<file path="config.mk">
export PLATFORM = sky130hd
export DESIGN_NAME = cache_burst_ctrl
export DESIGN_NICKNAME = d
export VERILOG_FILES = /design/src/rtl/cache_burst_pkg.sv /design/src/rtl/cache_burst_ctrl_beat_counter.sv /design/src/rtl/cache_burst_ctrl.sv
export SDC_FILE = /design/constraint.sdc
export NUM_CORES = 1
export LEC_CHECK = 0
export ABC_AREA = 1
export BUFFER_PORTS_ARGS = -buffer_cell sky130_fd_sc_hd__buf_2
export CORE_UTILIZATION = 48
export DETAILED_ROUTE_END_ITERATION = 12
export PLACE_DENSITY = 0.82
export SLEW_MARGIN = 20
export SYNTH_ARGS = -nofsm -noshare
export SYNTH_HDL_FRONTEND = slang
export SYNTH_SLANG_ARGS = --single-unit
</file>
<file path="constraint.sdc">
create_clock -name i_clk -period 4.83 [get_ports i_clk]
set_clock_uncertainty 0.2 [all_clocks]
set_input_delay 1.2075 -clock i_clk [delete_from_list [all_inputs] [get_ports i_clk]]
set_output_delay 1.2075 -clock i_clk [all_outputs]
set_load 0.05 [all_outputs]
</file>
<file path="src/rtl/cache_burst_pkg.sv">
// Shared types and derived sizes for the cache line burst controller.
package cache_burst_pkg;

    // Default geometry of the line and the memory port.
    localparam int unsigned DEF_AXI_DATA_WIDTH = 32;
    localparam int unsigned DEF_BLOCK_WIDTH    = 512;
    localparam int unsigned DEF_ADDR_WIDTH     = 64;

    // Number of memory beats needed to move one cache line.
    function automatic int unsigned calc_beats(input int unsigned block_w,
                                               input int unsigned data_w);
        return block_w / data_w;
    endfunction

    // Width of a beat counter that spans 0 .. beats-1.
    function automatic int unsigned calc_cnt_w(input int unsigned beats);
        return (beats > 1) ? $clog2(beats) : 1;
    endfunction

    // Number of line-offset address bits that are forced to zero.
    function automatic int unsigned calc_ofs_w(input int unsigned block_w);
        return $clog2(block_w / 8);
    endfunction

    localparam int unsigned BEATS = calc_beats(DEF_BLOCK_WIDTH, DEF_AXI_DATA_WIDTH);
    localparam int unsigned CNT_W = calc_cnt_w(BEATS);

    // Burst sequencer states.
    typedef enum logic [2:0] {
        ST_IDLE    = 3'd0,
        ST_RD_ADDR = 3'd1,
        ST_RD_DATA = 3'd2,
        ST_WR_LOAD = 3'd3,
        ST_WR_ADDR = 3'd4,
        ST_WR_DATA = 3'd5,
        ST_WR_RESP = 3'd6,
        ST_DONE    = 3'd7
    } state_e;

endpackage

</file>
<file path="src/rtl/cache_burst_ctrl_beat_counter.sv">
// Beat counter with synchronous clear, enable and terminal count at BEATS-1.
module beat_counter
    import cache_burst_pkg::*;
#(
    parameter int unsigned NUM_BEATS = BEATS,
    parameter int unsigned CW        = CNT_W
) (
    input  logic i_clk,
    input  logic i_arst,
    input  logic i_clr,
    input  logic i_en,
    output logic o_tc
);

    localparam logic [CW-1:0] LAST = CW'(NUM_BEATS - 1);

    logic [CW-1:0] count_q;
    logic [CW-1:0] count_d;

    // Next count: clear wins, and the final beat wraps back to zero.
    always_comb begin
        count_d = count_q;
        if (i_clr) begin
            count_d = '0;
        end else if (i_en) begin
            count_d = (count_q == LAST) ? '0 : count_q + CW'(1);
        end
    end

    // Count register.
    always_ff @(posedge i_clk or posedge i_arst) begin
        if (i_arst) begin
            count_q <= '0;
        end else begin
            count_q <= count_d;
        end
    end

    assign o_tc = (count_q == LAST);

endmodule

</file>
<file path="src/rtl/cache_burst_ctrl.sv">
// Burst sequencer moving one cache line through the shift register over a
// simplified AXI-style port: refill (read) or writeback (write).
module cache_burst_ctrl
    import cache_burst_pkg::*;
#(
    // BLOCK_WIDTH must be an integer multiple (>= 2) of AXI_DATA_WIDTH.
    parameter int unsigned AXI_DATA_WIDTH = DEF_AXI_DATA_WIDTH,
    parameter int unsigned BLOCK_WIDTH    = DEF_BLOCK_WIDTH,
    parameter int unsigned ADDR_WIDTH     = DEF_ADDR_WIDTH
) (
    input  logic                  i_clk,
    input  logic                  i_arst,
    input  logic                  i_start_rd,
    input  logic                  i_start_wr,
    input  logic [ADDR_WIDTH-1:0] i_addr,
    output logic [ADDR_WIDTH-1:0] o_addr,
    output logic                  o_ar_valid,
    input  logic                  i_ar_ready,
    input  logic                  i_r_valid,
    output logic                  o_r_ready,
    output logic                  o_aw_valid,
    input  logic                  i_aw_ready,
    output logic                  o_w_valid,
    output logic                  o_w_last,
    input  logic                  i_w_ready,
    input  logic                  i_b_valid,
    output logic                  o_b_ready,
    output logic                  o_sr_load,
    output logic                  o_sr_shift,
    output logic                  o_busy,
    output logic                  o_done
);

    localparam int unsigned NUM_BEATS = calc_beats(BLOCK_WIDTH, AXI_DATA_WIDTH);
    localparam int unsigned CW        = calc_cnt_w(NUM_BEATS);
    localparam int unsigned OFS_W     = calc_ofs_w(BLOCK_WIDTH);
    localparam logic [ADDR_WIDTH-1:0] ADDR_MASK =
        ~((ADDR_WIDTH'(1) << OFS_W) - ADDR_WIDTH'(1));

    state_e                state_q;
    state_e                state_d;
    logic [ADDR_WIDTH-1:0] addr_q;
    logic [ADDR_WIDTH-1:0] addr_d;
    logic                  cnt_clr;
    logic                  cnt_tc;
    logic                  sr_shift;

    // Shifts only happen on a completed data handshake.
    assign sr_shift = ((state_q == ST_RD_DATA) && i_r_valid) ||
                      ((state_q == ST_WR_DATA) && i_w_ready);

    beat_counter #(
        .NUM_BEATS (NUM_BEATS),
        .CW        (CW)
    ) u_beat_counter (
        .i_clk  (i_clk),
        .i_arst (i_arst),
        .i_clr  (cnt_clr),
        .i_en   (sr_shift),
        .o_tc   (cnt_tc)
    );

    // Next state, address capture and counter clear.
    always_comb begin
        state_d = state_q;
        addr_d  = addr_q;
        cnt_clr = 1'b0;
        case (state_q)
            ST_IDLE: begin
                // Writeback has priority so a dirty victim leaves before refill.
                if (i_start_wr) begin
                    state_d = ST_WR_LOAD;
                    addr_d  = i_addr & ADDR_MASK;
                    cnt_clr = 1'b1;
                end else if (i_start_rd) begin
                    state_d = ST_RD_ADDR;
                    addr_d  = i_addr & ADDR_MASK;
                    cnt_clr = 1'b1;
                end
            end
            ST_RD_ADDR: begin
                if (i_ar_ready) begin
                    state_d = ST_RD_DATA;
                end
            end
            ST_RD_DATA: begin
                if (i_r_valid && cnt_tc) begin
                    state_d = ST_DONE;
                end
            end
            ST_WR_LOAD: begin
                state_d = ST_WR_ADDR;
            end
            ST_WR_ADDR: begin
                if (i_aw_ready) begin
                    state_d = ST_WR_DATA;
                end
            end
            ST_WR_DATA: begin
                if (i_w_ready && cnt_tc) begin
                    state_d = ST_WR_RESP;
                end
            end
            ST_WR_RESP: begin
                if (i_b_valid) begin
                    state_d = ST_DONE;
                end
            end
            ST_DONE: begin
                state_d = ST_IDLE;
            end
            default: begin
                state_d = ST_IDLE;
            end
        endcase
    end

    // State and captured-address registers.
    always_ff @(posedge i_clk or posedge i_arst) begin
        if (i_arst) begin
            state_q <= ST_IDLE;
            addr_q  <= '0;
        end else begin
            state_q <= state_d;
            addr_q  <= addr_d;
        end
    end

    // Control outputs are decoded from the state so they line up with handshakes.
    assign o_addr     = addr_q;
    assign o_ar_valid = (state_q == ST_RD_ADDR);
    assign o_r_ready  = (state_q == ST_RD_DATA);
    assign o_aw_valid = (state_q == ST_WR_ADDR);
    assign o_w_valid  = (state_q == ST_WR_DATA);
    assign o_w_last   = (state_q == ST_WR_DATA) && cnt_tc;
    assign o_b_ready  = (state_q == ST_WR_RESP);
    assign o_sr_load  = (state_q == ST_WR_LOAD);
    assign o_sr_shift = sr_shift;
    assign o_busy     = (state_q != ST_IDLE);
    assign o_done     = (state_q == ST_DONE);

endmodule

</file>
* Yosys cells after proc, flatten, opt, wreduce, memory -nomap -nowiden *
Cells that the tools add are included.

cells by class
  magnitude comparators = 0
  multiplexer cells = 16
  shift operators = 0
  bitwise operators = 0
  add/sub/neg operators = 1
  reduce and logical (&&, ||, !) cells = 12
  equality and inequality tests = 14
  multipliers = 0
  div/mod/pow operators = 0

operators by type and width
  kind                 count
  $mux 64              2
  $pmux 3 s8           1
  $mux 3               7
  $eq 3x3->1 const B   4
  $mux 4               3
  $ne 2x1->1 const B   4
  $eq 3x2->1 const B   2
  $reduce_and 6->1     1
  $logic_and 1x1->1    5
  $add 4x1->4 const B  1
  $eq 4x4->1 const B   1
  $reduce_bool 2->1    2
  $eq 3x1->1 const B   1
  $logic_not 3->1      1
  $mux 1               3
  $ne 3x3->1 const B   1
  $reduce_bool 3->1    1
  $ne 2x2->1 const B   1
  $reduce_and 2->1     1
  $logic_or 1x1->1     1

storage, ports and cells
  memories kept = 0
  RAM bits = 0
  latch bits = 0
  output and inout port bits = 74
  bits in read-only memories = 0
  input bits = 73
  bits in registers = 71

* Depth between registers and ports, before layout *
  depth after elaboration = 5
  mapped depth = 10

* Hierarchy *
From an unflattened synthesis, not the netlist that was laid out.

unflattened totals
  cells, all modules = 346
  area total of the unflattened synthesis = 2831.5 um^2

by module, submodules not included
  module            area each (um^2)  cells an instance  times used
  cache_burst_ctrl  2603.7            319                1
  beat_counter      227.7             27                 1

* Worst setup path after synthesis *
No wires, ideal clock.

  path type = register to output
  from = reg state_q[0]
  to = out o_sr_shift
  stages on the path, launching flop included = 6
  required time = 3.423 ns
  data arrival time = 1.759 ns
  setup slack = 1.664 ns
  cell sequence = dfrtp_1 inv_1 nand2_1 nor2_1 nand2_1 nand2_2

between the ends
  longest elaborated chain between the ends = 3
  elaborated cells between the ends (all ways) = 5
  classes of those cells = eq/ne (2); reduce/logical (3)

RTL lines
  what                    line                     source
  from (decl)             cache_burst_ctrl.sv:40   state_e state_q;
  from (signal assigned)  cache_burst_ctrl.sv:124  state_q <= state_d;
  $eq 3x2->1              n/a
  net o_r_ready           cache_burst_ctrl.sv:20   output logic o_r_ready,
  $logic_and 1x1->1       cache_burst_ctrl.sv:49   assign sr_shift = ((state_q == ST_RD_DATA) && i_r_valid) ||
  $logic_or 1x1->1        cache_burst_ctrl.sv:49
  to (decl)               cache_burst_ctrl.sv:29   output logic o_sr_shift,

The timed path passes the listed nets, and every way through them passes these cells.

* Final worst setup path *
  from = in i_r_valid
  to = out o_sr_shift

between the ends
  longest elaborated chain between the ends = 2

RTL lines
  what               line                    source
  from (decl)        cache_burst_ctrl.sv:19  input logic i_r_valid,
  $logic_and 1x1->1  cache_burst_ctrl.sv:49
  $logic_or 1x1->1   cache_burst_ctrl.sv:49

No other way between the ends.

==> metrics.cfg <==
[die]
row_count=27
coreArea_um2=5507
die_area_um2=6044
die_h_um=77.75
start_util_pct=50.01
io_pins=147
die_w_um=77.75

[flow_run]
max-cap-violations=0

[final_layout]
layout_commonest_cell=nand2_1
layout-drive-gt1-share_pct=34.12
final_cell_mix=nand2_1 (199), buf_2 (134), dfrtp_1 (65), clkbuf_8 (13), nor2_1 (9)
synthToLayoutAreaGrowth_pct=31.67
antennaDiodeCount=0
fin_nets=536

[synth]
syn-cell-area_um2=2754
ys_seq_elements=65
synth_fa_ha_area_share_pct=0.4543
yosys.area.top_type_share_pct=59.06
yosysWarningCount=0
synth.top_cells.by_area=dfrtp_1 (59%), nand2_1 (27%), buf_4 (1.9%)
synth_cell_types=22
synth-simple-area-share_pct=32.58
synth_area_per_cell_um2=8.345
synth_area_leader_cell=dfrtp_1
synth_top_family_by_area=simple AND/OR/NAND/NOR gates
synth.area.mux_share_pct=0
synth_compound_area_share_pct=1.181
seq_area_frac_synth_pct=59.06
synth-xor-area-share_pct=0.3180
synth_cells=330

[setup_path]
start_kind=input pin
cp-end-kind=primary output
crit_type=input pin to primary output
crit_path_max_incr_delay_ns=0.28
crit_fanout=6
crit_buf_inv=2
cpMostUsedCell=buf_2
crit_family=buffers and inverters
cp_cell_sequence=buf_2 -> nand2_1 -> nand2_2 -> buf_2
crit_slowest_cell=buf_2
critical_path_required_ns=3.42
cp.arrival_ns=1.76

[cts]
postCtsHoldBufs=0
clkSinkCount=65
clk_pin_slew_ns=0.06
root_buffer=clkbuf_8
cts_setup_buffers=0
cts_tree=done
cts_buffers=9
htreeDepth=3
clkLatencyLatePin_ns=0.32
postCtsResizedCells=0
clockBufferDepth=2

[sta]
max_freq_ghz=0.3159
finalSetupViolCount=0
min_period_over_period_pct=65.55
slew_headroom_pct=37.31
post-route-min-period_ns=3.166
worstMarginPinSlew_ns=0.9390
final_hold_viol_count=0
rsz0062_at_grt=false
fin_tns_setup_ns=0
drv_slew=0

[placed_design]
place_congestion=0.7913
dp_hpwl_um=4201
port-buffer-count=134

[routing]
drc=0
drtPass1Iterations=4
wl_um=5977
vias=2477
viasPerCell=4.604
drt_iter0_markers=148
drtAntennaViolNets=0
wire_per_inst_um=11.11

[global_routing]
antenna_found_initial=0
grt-ovfl-total=0
grt_pass1_wl_um=9894
grtUsageTotal_pct=21.20
grt_max_degree=60
grt_pass1_vias=2257

[min_path]
hold_class=flop to flop

[outcome]
status=completed

[through the flow]
step | hold WS (ns) | cell area (um^2) | cells | setup slack, ns | util [%]
detailed placement | 0.2530 | 3412 | 523 | 1.660 | 61.96
CTS | 0.2703 | 3626 | 538 | 1.660 | 65.85
global placement | 0.2480 | 3412 | 523 | 1.676 | 61.96
global route | 0.2829 | 3626 | 538 | 1.559 | 65.85
floorplan | 0.2683 | 2773 | 335 | 1.664 | -
finish | 0.2671 | 3626 | 538 | 1.664 | 65.85
[worst reg2reg max path, delay by kind of cell, from the launching register on]
family	cells	cell delay, ns
AND/OR/NAND/NOR	4	0.42
buffers and inverters	2	0.78
flip-flops	1	0.52
[synth_stat cells, drive strengths merged]
library cell and n:
ha 1, o21ai 4, buf 20, inv 9
a21boi 1, xor2 1, nor3 2, nor2 12
nand4 4, nand3 8, a21oi 1, nand2 201
conb 1, dfrtp 65
[routing by layer]
metal | wire length (um) | global-route usage, % | up-vias | part of all wire [%]
met5 | 0 | 0 | - | 0
met4 | 59 | 7.358 | 0 | 0.99
met3 | 396 | 8.000 | 6 | 6.6
met2 | 2927 | 35.84 | 89 | 49
met1 | 2593 | 24.61 | 1128 | 43
li1 | - | - | 1254 | -
[flip-flops by register name, indices dropped and copies added, names as in the netlist]
signal and count:
o_addr 58, state_q 3, u_beat_counter.count_q 4
[cells by family after synthesis]
group	after synthesis
simple gates	227
flops	65
buf+inv	29
compound gates	6
xor+xnor	1
fa+ha+maj	1
other cells	1
[path summary, 6_finish.rpt]
path | from | to | slack [ns] | depth (start not counted)
min in group asynchronous | i_arst | o_addr[34] | 0.77 | 2
max | i_r_valid | o_sr_shift | 1.66 | 4
min | o_addr[39] | o_addr[39] | 0.27 | 2
min reg2reg | o_addr[39] | o_addr[39] | 0.27 | 2
max reg2reg | state_q[2] | o_addr[36] | 2.84 | 6
max in group asynchronous | i_arst | o_addr[36] | 2.79 | 3
[final cells by class]
cell class,count,area (um^2)
fill,484,1881
inverter,9,36.28
clock inverter,2,35.03
tap,72,90.09
clock buffer,13,178.9
multi-input combinational,241,973.4
timing repair buffer,136,685.7
sequential,65,1627
Power is left out: the tool's default activity adds up to more than one toggle a clock period on the data nets, which glitch-free logic cannot reach.
